[src/rtl/conv_mem_pkg.sv]
// Shared types and constants for the convolution memory bank:
// loader state encoding, load-target select and result-drain mode.
package conv_mem_pkg;

    typedef enum logic [1:0] {
        LD_IDLE = 2'd0,
        LD_LOAD = 2'd1,
        LD_DONE = 2'd2
    } ld_state_e;

    localparam logic TGT_IMG     = 1'b0;
    localparam logic TGT_FIL     = 1'b1;

    localparam logic OB_SERIAL   = 1'b0;
    localparam logic OB_PARALLEL = 1'b1;

endpackage

[src/rtl/conv_mem_array.sv]
// Single-write, multi-read register-file array with registered read ports.
// Reads of addresses >= DEPTH return zero. Contents are not reset.
// Optional macro CONV_MEM_RDWR_BYPASS_EN: a read hitting the address being
// written in the same cycle returns the incoming write data instead of the
// old contents.
module conv_mem_array #(
    parameter int unsigned DEPTH = 16,
    parameter int unsigned WIDTH = 8,
    parameter int unsigned PORTS = 3,
    parameter int unsigned AW    = $clog2(DEPTH)
) (
    input  logic                   clk,
    input  logic                   rst,
    input  logic                   we,
    input  logic [AW-1:0]          waddr,
    input  logic [WIDTH-1:0]       wdata,
    input  logic                   rd_en,
    input  logic [PORTS*AW-1:0]    rd_addr,
    output logic [PORTS*WIDTH-1:0] rd_q
);

    logic [WIDTH-1:0]       mem_q [DEPTH];
    logic [PORTS*WIDTH-1:0] rd_q_q, rd_q_d;
    logic [AW-1:0]          ra;
    logic [WIDTH-1:0]       rv;

    // Storage write port; no reset so the array maps onto plain storage.
    always_ff @(posedge clk) begin
        if (we) begin
            mem_q[waddr] <= wdata;
        end
    end

    // Per-port read mux with range check; q holds when rd_en is low.
    always_comb begin
        rd_q_d = rd_q_q;
        ra     = '0;
        rv     = '0;
        if (rd_en) begin
            for (int unsigned p = 0; p < PORTS; p++) begin
                ra = rd_addr[p*AW +: AW];
                rv = '0;
                if ({1'b0, ra} < (AW+1)'(DEPTH)) begin
                    rv = mem_q[ra];
`ifdef CONV_MEM_RDWR_BYPASS_EN
                    if (we && (waddr == ra)) begin
                        rv = wdata;
                    end
`endif
                end
                rd_q_d[p*WIDTH +: WIDTH] = rv;
            end
        end
    end

    // Registered read data.
    always_ff @(posedge clk) begin
        if (rst) begin
            rd_q_q <= '0;
        end else begin
            rd_q_q <= rd_q_d;
        end
    end

    assign rd_q = rd_q_q;

endmodule

[src/rtl/conv_mem_bank.sv]
// Convolution memory bank: one IMG_DIM x IMG_DIM image array and one
// FIL_DIM x FIL_DIM filter array filled by a handshaked streaming loader,
// RD_PORTS registered read ports per array, and an OUT_DEPTH result buffer
// drained serially (lane 0) or in parallel.
// Optional macro CONV_MEM_RDWR_BYPASS_EN enables same-cycle write-to-read
// bypass inside both arrays.
module conv_mem_bank
    import conv_mem_pkg::*;
#(
    parameter int unsigned DATA_W    = 8,
    parameter int unsigned IMG_DIM   = 4,
    parameter int unsigned FIL_DIM   = 3,
    parameter int unsigned RD_PORTS  = 3,
    parameter int unsigned OUT_DEPTH = 4,
    localparam int unsigned IMG_N    = IMG_DIM * IMG_DIM,
    localparam int unsigned IMG_AW   = $clog2(IMG_N),
    localparam int unsigned FIL_N    = FIL_DIM * FIL_DIM,
    localparam int unsigned FIL_AW   = $clog2(FIL_N)
) (
    input  logic                         clk,
    input  logic                         rst,
    input  logic                         ld_start,
    input  logic                         ld_tgt,
    input  logic                         in_valid,
    output logic                         in_ready,
    input  logic [DATA_W-1:0]            in_data,
    output logic                         ld_done,
    output logic                         img_full,
    output logic                         fil_full,
    input  logic                         rd_en,
    input  logic [RD_PORTS*IMG_AW-1:0]   img_addr,
    input  logic [RD_PORTS*FIL_AW-1:0]   fil_addr,
    output logic [RD_PORTS*DATA_W-1:0]   img_q,
    output logic [RD_PORTS*DATA_W-1:0]   fil_q,
    output logic                         rd_valid,
    input  logic                         ob_push,
    input  logic [DATA_W-1:0]            ob_data,
    input  logic                         ob_mode,
    input  logic                         ob_drain,
    output logic [OUT_DEPTH*DATA_W-1:0]  ob_q,
    output logic                         ob_qvalid,
    output logic                         ob_busy,
    output logic                         ob_full,
    output logic                         ob_ovf
);

    localparam int unsigned PTR_W = (IMG_AW > FIL_AW) ? IMG_AW : FIL_AW;
    localparam int unsigned CNT_W = $clog2(OUT_DEPTH + 1);
    localparam int unsigned OB_PW = $clog2(OUT_DEPTH);

    // ------------------------------------------------------------------
    // Loader
    // ------------------------------------------------------------------
    ld_state_e        state_q, state_d;
    logic [PTR_W-1:0] ptr_q, ptr_d, last_ptr;
    logic             tgt_q, tgt_d;
    logic             img_full_q, img_full_d;
    logic             fil_full_q, fil_full_d;
    logic             in_ready_q, in_ready_d;
    logic             ld_done_q, ld_done_d;
    logic             ld_we, img_we, fil_we;

    assign last_ptr = (tgt_q == TGT_FIL) ? PTR_W'(FIL_N - 1) : PTR_W'(IMG_N - 1);
    assign ld_we    = (state_q == LD_LOAD) && in_valid;
    assign img_we   = ld_we && (tgt_q == TGT_IMG);
    assign fil_we   = ld_we && (tgt_q == TGT_FIL);

    // Loader next-state; in_ready/ld_done are derived from the next state
    // so they come straight out of flops.
    always_comb begin
        state_d    = state_q;
        ptr_d      = ptr_q;
        tgt_d      = tgt_q;
        img_full_d = img_full_q;
        fil_full_d = fil_full_q;
        case (state_q)
            LD_IDLE: begin
                if (ld_start) begin
                    state_d = LD_LOAD;
                    tgt_d   = ld_tgt;
                    ptr_d   = '0;
                    if (ld_tgt == TGT_IMG) img_full_d = 1'b0;
                    else                   fil_full_d = 1'b0;
                end
            end
            LD_LOAD: begin
                if (in_valid) begin
                    if (ptr_q == last_ptr) begin
                        state_d = LD_DONE;
                        if (tgt_q == TGT_IMG) img_full_d = 1'b1;
                        else                  fil_full_d = 1'b1;
                    end else begin
                        ptr_d = ptr_q + PTR_W'(1);
                    end
                end
            end
            LD_DONE: state_d = LD_IDLE;
            default: state_d = LD_IDLE;
        endcase
        in_ready_d = (state_d == LD_LOAD);
        ld_done_d  = (state_d == LD_DONE);
    end

    // Loader state and registered handshake outputs.
    always_ff @(posedge clk) begin
        if (rst) begin
            state_q    <= LD_IDLE;
            ptr_q      <= '0;
            tgt_q      <= TGT_IMG;
            img_full_q <= 1'b0;
            fil_full_q <= 1'b0;
            in_ready_q <= 1'b0;
            ld_done_q  <= 1'b0;
        end else begin
            state_q    <= state_d;
            ptr_q      <= ptr_d;
            tgt_q      <= tgt_d;
            img_full_q <= img_full_d;
            fil_full_q <= fil_full_d;
            in_ready_q <= in_ready_d;
            ld_done_q  <= ld_done_d;
        end
    end

    assign in_ready = in_ready_q;
    assign ld_done  = ld_done_q;
    assign img_full = img_full_q;
    assign fil_full = fil_full_q;

    // ------------------------------------------------------------------
    // Arrays
    // ------------------------------------------------------------------
    conv_mem_array #(
        .DEPTH (IMG_N),
        .WIDTH (DATA_W),
        .PORTS (RD_PORTS),
        .AW    (IMG_AW)
    ) u_img (
        .clk     (clk),
        .rst     (rst),
        .we      (img_we),
        .waddr   (ptr_q[IMG_AW-1:0]),
        .wdata   (in_data),
        .rd_en   (rd_en),
        .rd_addr (img_addr),
        .rd_q    (img_q)
    );

    conv_mem_array #(
        .DEPTH (FIL_N),
        .WIDTH (DATA_W),
        .PORTS (RD_PORTS),
        .AW    (FIL_AW)
    ) u_fil (
        .clk     (clk),
        .rst     (rst),
        .we      (fil_we),
        .waddr   (ptr_q[FIL_AW-1:0]),
        .wdata   (in_data),
        .rd_en   (rd_en),
        .rd_addr (fil_addr),
        .rd_q    (fil_q)
    );

    logic rd_valid_q;

    // Read-valid tracks rd_en with the one-cycle array latency.
    always_ff @(posedge clk) begin
        if (rst) rd_valid_q <= 1'b0;
        else     rd_valid_q <= rd_en;
    end

    assign rd_valid = rd_valid_q;

    // ------------------------------------------------------------------
    // Result buffer
    // ------------------------------------------------------------------
    logic [DATA_W-1:0]           ent_q [OUT_DEPTH];
    logic [DATA_W-1:0]           ent_d [OUT_DEPTH];
    logic [OB_PW-1:0]            wptr_q, wptr_d;
    logic [OB_PW-1:0]            rd_idx_q, rd_idx_d;
    logic [CNT_W-1:0]            count_q, count_d;
    logic [CNT_W-1:0]            rem_q, rem_d;
    logic                        busy_q, busy_d;
    logic                        ovf_q, ovf_d;
    logic                        qvalid_q, qvalid_d;
    logic [OUT_DEPTH*DATA_W-1:0] obq_q, obq_d;
    logic                        full, drain_go, push_ok;

    assign full     = (count_q == CNT_W'(OUT_DEPTH));
    assign drain_go = ob_drain && (count_q != '0) && !busy_q;
    assign push_ok  = ob_push && !full && !busy_q && !drain_go;

    // Push/drain control. Serial drain keeps count until the last entry has
    // been presented, so ob_full stays asserted while ob_busy is high; the
    // rem counter tracks how many entries are still to be shown.
    always_comb begin
        ent_d    = ent_q;
        wptr_d   = wptr_q;
        rd_idx_d = rd_idx_q;
        count_d  = count_q;
        rem_d    = rem_q;
        busy_d   = busy_q;
        obq_d    = obq_q;
        qvalid_d = 1'b0;
        ovf_d    = ovf_q;

        if (drain_go) ovf_d = 1'b0;
        if (ob_push && !push_ok) ovf_d = 1'b1;

        if (push_ok) begin
            ent_d[wptr_q] = ob_data;
            wptr_d        = wptr_q + OB_PW'(1);
            count_d       = count_q + CNT_W'(1);
        end

        if (drain_go) begin
            qvalid_d = 1'b1;
            if (ob_mode == OB_PARALLEL) begin
                for (int unsigned i = 0; i < OUT_DEPTH; i++) begin
                    obq_d[i*DATA_W +: DATA_W] = (CNT_W'(i) < count_q) ? ent_q[i] : '0;
                end
                count_d = '0;
                wptr_d  = '0;
            end else begin
                obq_d              = '0;
                obq_d[DATA_W-1:0]  = ent_q[0];
                busy_d             = 1'b1;
                rd_idx_d           = OB_PW'(1);
                rem_d              = count_q - CNT_W'(1);
            end
        end else if (busy_q) begin
            if (rem_q != '0) begin
                obq_d[DATA_W-1:0] = ent_q[rd_idx_q];
                rd_idx_d          = rd_idx_q + OB_PW'(1);
                rem_d             = rem_q - CNT_W'(1);
                qvalid_d          = 1'b1;
            end else begin
                busy_d  = 1'b0;
                count_d = '0;
                wptr_d  = '0;
            end
        end
    end

    // Buffer entries carry no reset; unwritten lanes are masked by count.
    always_ff @(posedge clk) begin
        ent_q <= ent_d;
    end

    // Buffer control and registered drain outputs.
    always_ff @(posedge clk) begin
        if (rst) begin
            wptr_q   <= '0;
            rd_idx_q <= '0;
            count_q  <= '0;
            rem_q    <= '0;
            busy_q   <= 1'b0;
            ovf_q    <= 1'b0;
            qvalid_q <= 1'b0;
            obq_q    <= '0;
        end else begin
            wptr_q   <= wptr_d;
            rd_idx_q <= rd_idx_d;
            count_q  <= count_d;
            rem_q    <= rem_d;
            busy_q   <= busy_d;
            ovf_q    <= ovf_d;
            qvalid_q <= qvalid_d;
            obq_q    <= obq_d;
        end
    end

    assign ob_q      = obq_q;
    assign ob_qvalid = qvalid_q;
    assign ob_busy   = busy_q;
    assign ob_full   = full;
    assign ob_ovf    = ovf_q;

endmodule

[config.mk]
export PLATFORM = sky130hd
export DESIGN_NAME = conv_mem_bank
export DESIGN_NICKNAME = d
export VERILOG_FILES = /design/src/rtl/conv_mem_pkg.sv /design/src/rtl/conv_mem_array.sv /design/src/rtl/conv_mem_bank.sv
export SDC_FILE = /design/constraint.sdc
export NUM_CORES = 1
export LEC_CHECK = 0
export BUFFER_PORTS_ARGS = -buffer_cell sky130_fd_sc_hd__buf_2
export CAP_MARGIN = 20
export CELL_PAD_IN_SITES_DETAIL_PLACEMENT = 1
export CELL_PAD_IN_SITES_GLOBAL_PLACEMENT = 1
export CORE_MARGIN = 2
export CORE_UTILIZATION = 50
export CTS_CLUSTER_DIAMETER = 120
export CTS_CLUSTER_SIZE = 25
export DETAILED_ROUTE_END_ITERATION = 10
export GPL_TIMING_DRIVEN = 0
export MAX_ROUTING_LAYER = met4
export PLACE_DENSITY = 0.9
export SETUP_SLACK_MARGIN = 0.15
export SLEW_MARGIN = 20
export SYNTH_ARGS = -nofsm -noshare
export SYNTH_HDL_FRONTEND = slang
export SYNTH_SLANG_ARGS = --single-unit
[constraint.sdc]
create_clock -name clk -period 5.1 [get_ports clk]
set_input_delay 0.255 -clock clk [delete_from_list [all_inputs] [get_ports clk]]
set_output_delay 0.255 -clock clk [all_outputs]
set_load 0.02 [all_outputs]
==> results.md, run 1 <==
- Status: finished clean
- Post-synthesis mux area share: 21.35%
- Die area: 0.03391 mm^2
- Mean Syn Cell Area: 12.95 um^2
- Sink Count: 337
- Synth Area in Compound Gates: 8.766%
- Simple-gate area share of the yosys netlist: 9.444%
- Worst setup path start: state_q[0]
- Vias in the first global route: 12260
- Max cap viols: 0
- Placed cells: 1813
- Slew Limit Fails: 0
- Row Count: 65
- Pre-CTS WS: 2687 ps
- Crit-path max cell delay: 890 ps
- Post-synth cell types: 53
- Routed vias: 12050
- Worst-Margin Slew: 1124 ps
- Fin Setup TNS: 0 ps
- WL/cell: 28.35 um
- Worst Setup Slack, final: 2629 ps
- Sequential share of power: 53.2%
- Root Driver: clkbuf_16
- Final ANT Viol Nets: 0
- Synth Warn #: 0
- WP buf/inv: 1
- Largest family of logic cells by synthesized area: multiplexers
- Slew headroom: 24.80%
- Hpwl dp: 38390 um
- GR Util met1: 41.36%
- Cell Chain, Critical Path: nor2b_1 -> and2_1 -> clkbuf_1 -> nand3_1 -> nor2_1
- Critical Path RT: 5250 ps
- Met3 Resource Use GR: 5.730%
- Tcrit/Tclk final: 48.46%
- R2r startpoint: state_q[0]
- Sw Ratio: 30.48%
- Hold WC Path Type: input pin to flip-flop
- Leakage: 6.773 nW
- Combinational fraction of design power: 21.3%
- Cts bufs inserted: 17
- Initial DRC Count: 1203
- DRC viols: 0
- Top cell type by total area after synthesis: edfxtp_1
- CP max FO: 8
- Power per standard cell area: 333.2 mW/mm^2
- Critical path capture point type: flip-flop
- Ys flop type: edfxtp_1
- Top Ports: 138
- Vias/cell: 6.487
- Total track usage: 31.72%
- Setup Viol. Count Final: 0
- GPL Wtd Cong: 0.9299
- Mapped Cells: 1253
- Yosys top cell area share: 42.93%
- Post-synthesis sequential area ratio: 55.88%
- M2 GR Usage: 51.73%
- CTS Buffer Depth: 3
- Fin cells: 1858
- Startpoint types: flip-flop
- Final min period: 2471 ps
- CTS tree: built
- Share of layout cells above drive strength 1: 19.77%
- Post-CTS setup buffer count: 0
- Clock transition at path regs: 100 ps
- Largest net degree at the start of global routing: 27
- P&R area growth vs syn: 11.05%
- NetSw: 1.830 mW
- Global-route wire length before repair: 77560 um
- Hold Path Origin: ob_push
- Pint: 4.175 mW
- Die Ht: 184.2 um
- VDD IR max: 0.3033 mV
- CTS resizes: 0
- Critical-path top delay cell: nor2_1
- Adder-cell area share of the yosys netlist: 1.079%
- Final nets: 1469
- GR peak layer: met2
- Synthesized net count: 1316
- Global route overflow: 0
- Clock skew: 20.72 ps
- Final hold violations: 0
- Core area: 0.03180 mm^2
- Die extent in x: 184.2 um
- Initial DRT Pass Iterations: 5
- Asr flop ratio synth: 0%
- Clock Power Share: 25.5%
- Top post-synthesis cells by area: edfxtp_1 43%, mux2i_1 14%, dfxtp_1 13%
- Starting Density: 51.04%
- Synthesized area: 0.01623 mm^2
- FILL cells: 3263
- Number of synthesized flops with an enable pin: 232
- Crit path kind: flip-flop to flip-flop
- Fmax: 404.7 MHz
- Worst-skew pair later-pin latency: 530 ps
- H-tree levels: 1
- #FFs+latches synth: 337
- RSZ-0062 raised after global routing: no
- Routed wire length: 52670 um
- Xor-xnor portion of the synthesized cell area: 0.2159%
- Critical path's top delay family: simple AND/OR/NAND/NOR gates
- Initial antenna violation count: 6
- IO buf count: 124
- CP Data Arrival Time: 2620 ps
==> cells by family (layout without fill, tap and decap cells) <==
kind of cell | Yosys count | count (layout)
AO/OA/AOI/OAI | 209 | 209
XOR/XNOR | 4 | 4
adder cells (fa/ha/maj) | 14 | 14
buffers and inverters | 100 | 263
flip-flops | 337 | 337
multiplexers | 276 | 276
other | 0 | 7
AND/OR/NAND/NOR | 313 | 313
==> repair_timing <==
action,in CTS,in global routing
hold endpoints to repair,32,0
hold buffers,9,0
setup endpoints to repair,0,0
==> worst paths after layout <==
| kind | endpoint | slack (ps) | cells after the start |
|---|---|---|---|
| min reg2reg | u_img.rd_q[10] | 460 | 2 |
| min | ob_ovf | 70 | 3 |
| max | u_img.mem_q[8][2] | 2630 | 5 |
| max reg2reg | u_img.mem_q[8][2] | 2630 | 5 |
==> metal layers <==
layer / routed length [um] / part of all wire (%) / vias to the layer above
li1: - / - / 5129
met4: 1216 / 2.3 / 0
met5: 0 / 0 / -
met3: 4845 / 9.2 / 88
met2: 25490 / 48 / 678
met1: 21120 / 40 / 6158
==> cell type report <==
cell class,count,area (um^2),share of cell area (%)
Clock buffer,28,466.7,2.590
Clock inverter,1,16.27,0.09025
Tap cell,435,544.3,3.020
Inverter,16,60.06,0.3332
Timing Repair Buffer,134,718.2,3.985
Buffer,84,470.5,2.610
Antenna cell,7,17.52,0.09720
Sequential cell,337,9069,50.32
Multi-Input combinational cell,816,6660,36.95
==> tightest hold or removal path, stage by stage <==
cell	delay, ps
buf_2	110
a22oi_1	80
nor2_1	100
==> registers in the layout (all words and copies together), names as in the netlist, 2 cells and up, named ones only <==
name / flops
u_img.mem_q: 128
u_fil.mem_q: 72
ent_q: 32
ob_q: 32
u_fil.rd_q: 24
u_img.rd_q: 24
ptr_q: 4
rem_q: 3
rd_idx_q: 2
state_q: 2
==> cell usage in the layout, fill, tap and decap left out, drive strengths merged, types with 2 or more instances in the layout <==
master	Yosys	routed
edfxtp	232	232
mux2i	219	219
buf	54	179
a22oi	105	105
dfxtp	105	105
nand2	94	94
nand3	80	80
clkbuf	30	58
mux4	56	56
nor2	56	56
a21oi	52	52
o21ai	30	30
nor3	26	26
inv	16	17
and2	15	15
ha	14	14
nand2b	11	11
a221oi	10	10
nand4	10	10
nor2b	9	9
dlygate4sd3	0	9
diode	0	7
nand3b	5	5
a31oi	3	3
and3	2	2
xor2	2	2
xnor2	2	2
a311oi	2	2
a22o	2	2
or2	2	2
==> power groups by stage <==
stage,Combinational (mW),Clock (mW),Sequential (mW)
final,1.28,1.53,3.20
after detailed placement,1.26,0,3.25
after global placement,1.19,0,3.24
after global routing,1.37,1.62,3.21
after floorplan,0.749,0,3.30
after CTS,1.27,1.53,3.19
==> synth_stat cells (all sizes together), types with 11 or more instances <==
library cell	n
edfxtp	232
mux2i	219
nor3	26
dfxtp	105
ha	14
a21oi	52
nor2	56
nand3	80
inv	16
clkbuf	30
a22oi	105
nand2b	11
o21ai	30
mux4	56
buf	54
nand2	94
and2	15
==> per-stage QoR <==
stage	area, um^2	power [mW]	hold WS [ps]	util, %
floorplan	16230	4.048	353.9	-
global placement	17390	4.432	431.2	54.70
detailed placement	17430	4.507	438.9	54.82
CTS	18000	5.990	51.11	56.62
global route	18020	6.194	91.04	56.68
finish	18020	6.005	66.90	56.68
Note: power is estimated with default switching activity, not from simulation.
==> inputs of run 2 (changes only) <==
--- a/config.mk
+++ b/config.mk
@@ -10,13 +10,13 @@
 export CELL_PAD_IN_SITES_DETAIL_PLACEMENT = 1
 export CELL_PAD_IN_SITES_GLOBAL_PLACEMENT = 1
 export CORE_MARGIN = 2
-export CORE_UTILIZATION = 50
+export CORE_UTILIZATION = 45
 export CTS_CLUSTER_DIAMETER = 120
 export CTS_CLUSTER_SIZE = 25
 export DETAILED_ROUTE_END_ITERATION = 10
 export GPL_TIMING_DRIVEN = 0
 export MAX_ROUTING_LAYER = met4
-export PLACE_DENSITY = 0.9
+export PLACE_DENSITY = 0.86
 export SETUP_SLACK_MARGIN = 0.15
 export SLEW_MARGIN = 20
 export SYNTH_ARGS = -nofsm -noshare
==> constraint.sdc (replaced) <==
create_clock -name clk -period 2.05 [get_ports clk]
set_input_delay 0.1025 -clock clk [delete_from_list [all_inputs] [get_ports clk]]
set_output_delay 0.1025 -clock clk [all_outputs]
set_load 0.02 [all_outputs]
==> run 2 against run 1 <==
Effect of this change:
- cell area increased by 4.0%
- via count increased by 0.96%
- critical endpoint is now ob_q[3]
- first-iteration DRC count increased by 20%
- power increased to 2.5 times the previous value
- routed wire length increased by 3.9%
- utilization decreased by 4.0 points
- sequential share of layout area decreased by 1.9 points
- clock skew increased by 9.0 ps
- worst hold slack got worse by 28 ps
==> results.md, run 2 (synthesis gave the netlist of run 1 again) <==
- Sw Ratio: 30.96%
- Reg2reg setup slack: 160 ps
- IO buf count: 124
- Initial DRT Pass Iterations: 5
- Critical Path RT: 2440 ps
- Worst-skew pair later-pin latency: 530 ps
- Final hold violations: 0
- Routed wire length: 54750 um
- Worst-Margin Slew: 1156 ps
- NetSw: 4.736 mW
- Die area: 0.03760 mm^2
- Max reg flops: 128
- Critical-path top delay cell: dfxtp_2
- Combinational fraction of design power: 22.8%
- Antenna Cells: 0
- Total track usage: 29.08%
- Hold WC Path Type: input pin to flip-flop
- CP max FO: 5
- Global route overflow: 0
- Most common cell after layout, fill and taps aside: edfxtp_1
- Most frequent cells in the layout: 232 x edfxtp_1, 219 x mux2i_1, 151 x buf_2
- Final nets: 1499
- Register-to-Register Path Depth: 8
- Final ANT Viol Nets: 0
- Crit path kind: flip-flop to flip-flop
- Global-route wire length before repair: 80310 um
- Pint: 10.56 mW
- Fin Setup TNS: 0 ps
- DRC viols: 0
- Die extent in x: 193.9 um
- CTS tree: built
- Starting Density: 45.63%
- CP Data Arrival Time: 2290 ps
- Sink Count: 337
- Crit-path max cell delay: 390 ps
- Slew Limit Fails: 0
- Core area: 0.03557 mm^2
- Clock Power Share: 25.0%
- WL/cell: 28.71 um
- Share of layout cells above drive strength 1: 24.41%
- Fin cells: 1907
- Largest registers: u_img.mem_q: 128 flops, u_fil.mem_q: 72 flops
- Root Driver: clkbuf_16
- Initial DRC Count: 1447
- Status: finished clean
- Fmax: 528.1 MHz
- Largest net degree at the start of global routing: 27
- Final min period: 1893 ps
- Vias in the first global route: 12580
- Max cap viols: 0
- Vias/cell: 6.381
- Startpoint types: flip-flop
- Top Ports: 138
- Sequential share of power: 52.2%
- RSZ-0062 raised after global routing: yes
- Routed vias: 12170
- Initial antenna violation count: 0
- Biggest register: u_img.mem_q
- VDD IR max: 0.7976 mV
- H-tree levels: 1
- Tcrit/Tclk final: 92.36%
- GPL Wtd Cong: 0.9943
- CTS Buffer Depth: 3
- Clock transition at path regs: 100 ps
- Clock skew: 29.72 ps
- Cts bufs inserted: 17
- Critical Path End: ob_q[3]
- Critical path capture point type: flip-flop
- Cell Chain, Critical Path: inv_1 -> ha_4 -> nor2b_1 -> o21ai_2 -> buf_4 -> nand2_2 -> a221oi_2 -> nor3_1
- P&R area growth vs syn: 15.43%
- Slew headroom: 22.63%
- Placed cells: 1840
- Leakage: 7.012 nW
- Power per standard cell area: 816.6 mW/mm^2
- Row Count: 69
- Die Ht: 193.9 um
- Reg2reg end: ob_q[3]
- Setup Viol. Count Final: 0
- Hpwl dp: 38610 um
run 2: cell count changes in the layout (fill, tap and decap cells not counted), sizes merged:
| cell | previous run | this run |
|---|---|---|
| buf | 179 | 202 |
| diode | 7 | 0 |
| dlygate4sd3 | 9 | 15 |
| clkbuf | 58 | 57 |
| clkinv | 0 | 1 |
| nand2 | 94 | 95 |
run 2: power by group through the flow:
stage / clock, mW / combinational (mW) / sequential (mW)
after global routing: 4.04 / 3.69 / 8.01
after floorplan: 0 / 1.86 / 8.21
after CTS: 3.84 / 3.20 / 7.95
after global placement: 0 / 2.95 / 8.07
after detailed placement: 0 / 3.10 / 8.09
final: 3.83 / 3.48 / 7.99
run 2: worst max-delay path, delay by kind of cell, from the launching register on:
family                   cells  cell delay (ps)
buffers and inverters        2              300
AO/OA/AOI/OAI                2              490
adder cells (fa/ha/maj)      1              200
flip-flops                   1              390
AND/OR/NAND/NOR              3              370
run 2: worst min path at each step:
stage          depth (start not counted)       start         to  slack [ps]
6_report                               3     ob_mode   rem_q[0]          40
5_1_grt                                3     ob_mode   rem_q[0]          40
4_1_cts                                3     ob_mode   rem_q[0]          20
3_5_place_dp                           1  ob_data[2]  ent_q[10]         340
3_3_place_gp                           1  ob_data[1]   ent_q[9]         320
2_1_floorplan                          0  ob_data[0]   ent_q[0]         200
run 2: timing repair:
| action | 4_1_cts | 5_1_grt |
|---|---|---|
| resized for setup | 55 | 30 |
| pin swaps | 14 | 6 |
| hold endpoints to repair | 42 | 0 |
| setup endpoints to repair | 264 | 209 |
| setup buffers | 18 | 4 |
| hold buffers | 15 | 0 |
| gates cloned | 0 | 1 |
run 2: per-stage QoR:
step / power, mW / worst slack, ps / area, um^2 / hold WS, ps / utilization [%]
finish: 15.30 / 156.6 / 18730 / 38.61 / 52.67
global route: 15.74 / 92.46 / 18730 / 43.34 / 52.67
CTS: 14.99 / -7.535 / 18570 / 21.88 / 52.22
detailed placement: 11.20 / -500.0 / 17470 / 337.2 / 49.12
global placement: 11.02 / -727.8 / 17450 / 323.5 / 49.05
floorplan: 10.07 / 103.6 / 16250 / 201.4 / -
run 2: metal layers:
layer	vias up	part of all wire, %	track usage [%]
li1	5194	-	-
met1	6196	40	37.61
met2	653	48	47.24
met3	126	7.8	3.183
met4	0	4.3	11.59
met5	-	0	-
run 2: area by class of cell:
| type | instances | area, um^2 |
|---|---|---|
| inverter | 16 | 60.06 |
| multi-input combinational | 817 | 6923 |
| clock inverter | 2 | 16.27 |
| clock buffer | 27 | 462.9 |
| buffer | 84 | 488.0 |
| sequential | 337 | 9074 |
| timing repair buffer | 163 | 1134 |
| tap | 461 | 576.8 |
| fill | 3684 | 16830 |
==> inputs of run 3 (changes only) <==
--- a/config.mk
+++ b/config.mk
@@ -16,7 +16,7 @@
 export DETAILED_ROUTE_END_ITERATION = 10
 export GPL_TIMING_DRIVEN = 0
 export MAX_ROUTING_LAYER = met4
-export PLACE_DENSITY = 0.86
+export PLACE_DENSITY_LB_ADDON = 0.12
 export SETUP_SLACK_MARGIN = 0.15
 export SLEW_MARGIN = 20
 export SYNTH_ARGS = -nofsm -noshare
==> constraint.sdc (replaced) <==
create_clock -name clk -period 2.05 [get_ports clk]
set_input_delay 0.205 -clock clk [delete_from_list [all_inputs] [get_ports clk]]
set_output_delay 0.205 -clock clk [all_outputs]
set_load 0.02 [all_outputs]
==> run 3 against run 2 <==
Effect of this change:
- critical path depth shrank 4
- final cell count is 0.63% lower
- clock power about the same
- largest power group unchanged
- power is 1.7% lower
- die area unchanged
- clock skew down 3.3 ps
- setup slack gained 33 ps
- cell area down 0.55%
- critical endpoint is now u_fil.mem_q[5][3]
- first-iteration DRC count is 49% lower
- critical path type unchanged
==> results.md, run 3 (synthesis gave the netlist of run 1 again) <==
- Max reg flops: 128
- Clock transition at path regs: 110 ps
- Critical Path RT: 2250 ps
- Combined area of the multi-input logic cells: 0.006908 mm^2
- Initial antenna violation count: 2
- Fmax: 537.5 MHz
- CTS Buffer Depth: 3
- GPL Wtd Cong: 0.8732
- Power per standard cell area: 807.0 mW/mm^2
- Cts bufs inserted: 17
- CTS tree: built
- Critical path capture point type: flip-flop
- Hpwl dp: 37160 um
- Die extent in x: 193.9 um
- Core area: 0.03557 mm^2
- Hold WC Path Type: input pin to flip-flop
- Crit path kind: flip-flop to flip-flop
- Vias/cell: 6.063
- Most common cell after layout, fill and taps aside: edfxtp_1
- CP max FO: 10
- Critical-path top delay cell: and2_2
- Crit-path max cell delay: 370 ps
- Share of layout cells above drive strength 1: 23.81%
- WL/cell: 27.37 um
- H-tree levels: 1
- Global route overflow: 0
- P&R area growth vs syn: 14.80%
- VDD IR max: 0.6011 mV
- Design area: 0.01863 mm^2
- Worst-skew pair later-pin latency: 520 ps
- Leakage: 6.963 nW
- IO buf count: 124
- Starting Density: 45.63%
- Status: finished clean
- Final nets: 1485
- Worst-Margin Slew: 792.5 ps
- Pre-CTS WS: -393.9 ps
- Global-route wire length before repair: 76720 um
- Biggest register: u_img.mem_q
- Setup Viol. Count Final: 0
- Largest net degree at the start of global routing: 27
- FILL cells: 3625
- Placed cells: 1839
- RSZ-0062 raised after global routing: yes
- Sink Count: 337
- Initial DRC Count: 744
- Die Ht: 193.9 um
- Largest registers: u_img.mem_q: 128 flops, u_fil.mem_q: 72 flops
- Die area: 0.03760 mm^2
- Row Count: 69
- Hold Slack: 89.22 ps
- Initial DRT Pass Iterations: 5
- Final hold violations: 0
- Slew Limit Fails: 0
- Final ANT Viol Nets: 0
- Total track usage: 28.00%
- Routed wire length: 51860 um
- Cell Chain, Critical Path: clkbuf_2 -> nand3b_1 -> nor2_1 -> and2_2
- Reg area: 0.009074 mm^2
- Final min period: 1860 ps
- Fin cells: 1895
- Worst Setup Slack, final: 189.5 ps
- Clock skew: 26.43 ps
- Slew headroom: 47.17%
- Root Driver: clkbuf_16
- Vias in the first global route: 11940
- Top Ports: 138
- Most frequent cells in the layout: 232 x edfxtp_1, 219 x mux2i_1, 149 x buf_2
- Final Power: 15.04 mW
- Post-DP Area: 0.01746 mm^2
- DRC viols: 0
- Startpoint types: flip-flop
- Tcrit/Tclk final: 90.76%
- Max cap viols: 0
- CP Data Arrival Time: 2060 ps
- Routed vias: 11490
run 3: path summary, 6_finish.rpt:
check	depth (start not counted)	slack [ps]	from	endpoint
setup reg to reg	4	190	ptr_q[3]	u_fil.mem_q[5][3]
setup / recovery	4	190	ptr_q[3]	u_fil.mem_q[5][3]
hold / removal	3	90	ob_drain	ob_busy
hold reg to reg	2	460	ob_q[21]	ob_q[21]
run 3: per-stage QoR:
stage / TNS (ps) / utilization [%]
3_3_place_gp: -35290 / 49.05
4_1_cts: 0 / 52.08
2_1_floorplan: 0 / -
5_1_grt: 0 / 52.38
3_5_place_dp: -47850 / 49.10
6_report: 0 / 52.38
run 3: per-layer routing:
metal  track usage (%)  wire [um]  up-vias
li1                  -          -     5181
met4             8.726       1662        0
met1             36.26      22260     5906
met3             2.748       2291       68
met5                 -          0        -
met2             46.79      25640      334
run 3: critical path, delay by kind of cell, from the launching register on:
kind	cells	cell delay [ps]
buffers and inverters	1	280
AND/OR/NAND/NOR	3	900
flip-flops	1	360
run 3: area by class of cell:
class                      instances  area share [%]
buffer                            84           2.646
timing repair buffer             150           5.540
clock inverter                     1         0.08730
multi-input combinational        816           37.08
inverter                          16          0.3223
sequential                       337           48.70
tap                              461           3.096
clock buffer                      28           2.505
antenna                            2         0.02686
run 3: report_power, final:
group | switching, mW | total, mW | internal (mW)
sequential | 0.274 | 7.93 | 7.65
clock | 2.22 | 3.82 | 1.60
combinational | 2.03 | 3.29 | 1.26
total | 4.52 | 15.0 | 10.5
run 3: what timing repair did:
action,CTS,global route
pin swaps,15,4
setup endpoints to repair,269,247
resized for setup,62,26
endpoints found under the hold margin,34,0
setup buffers,14,1
hold buffers,10,0
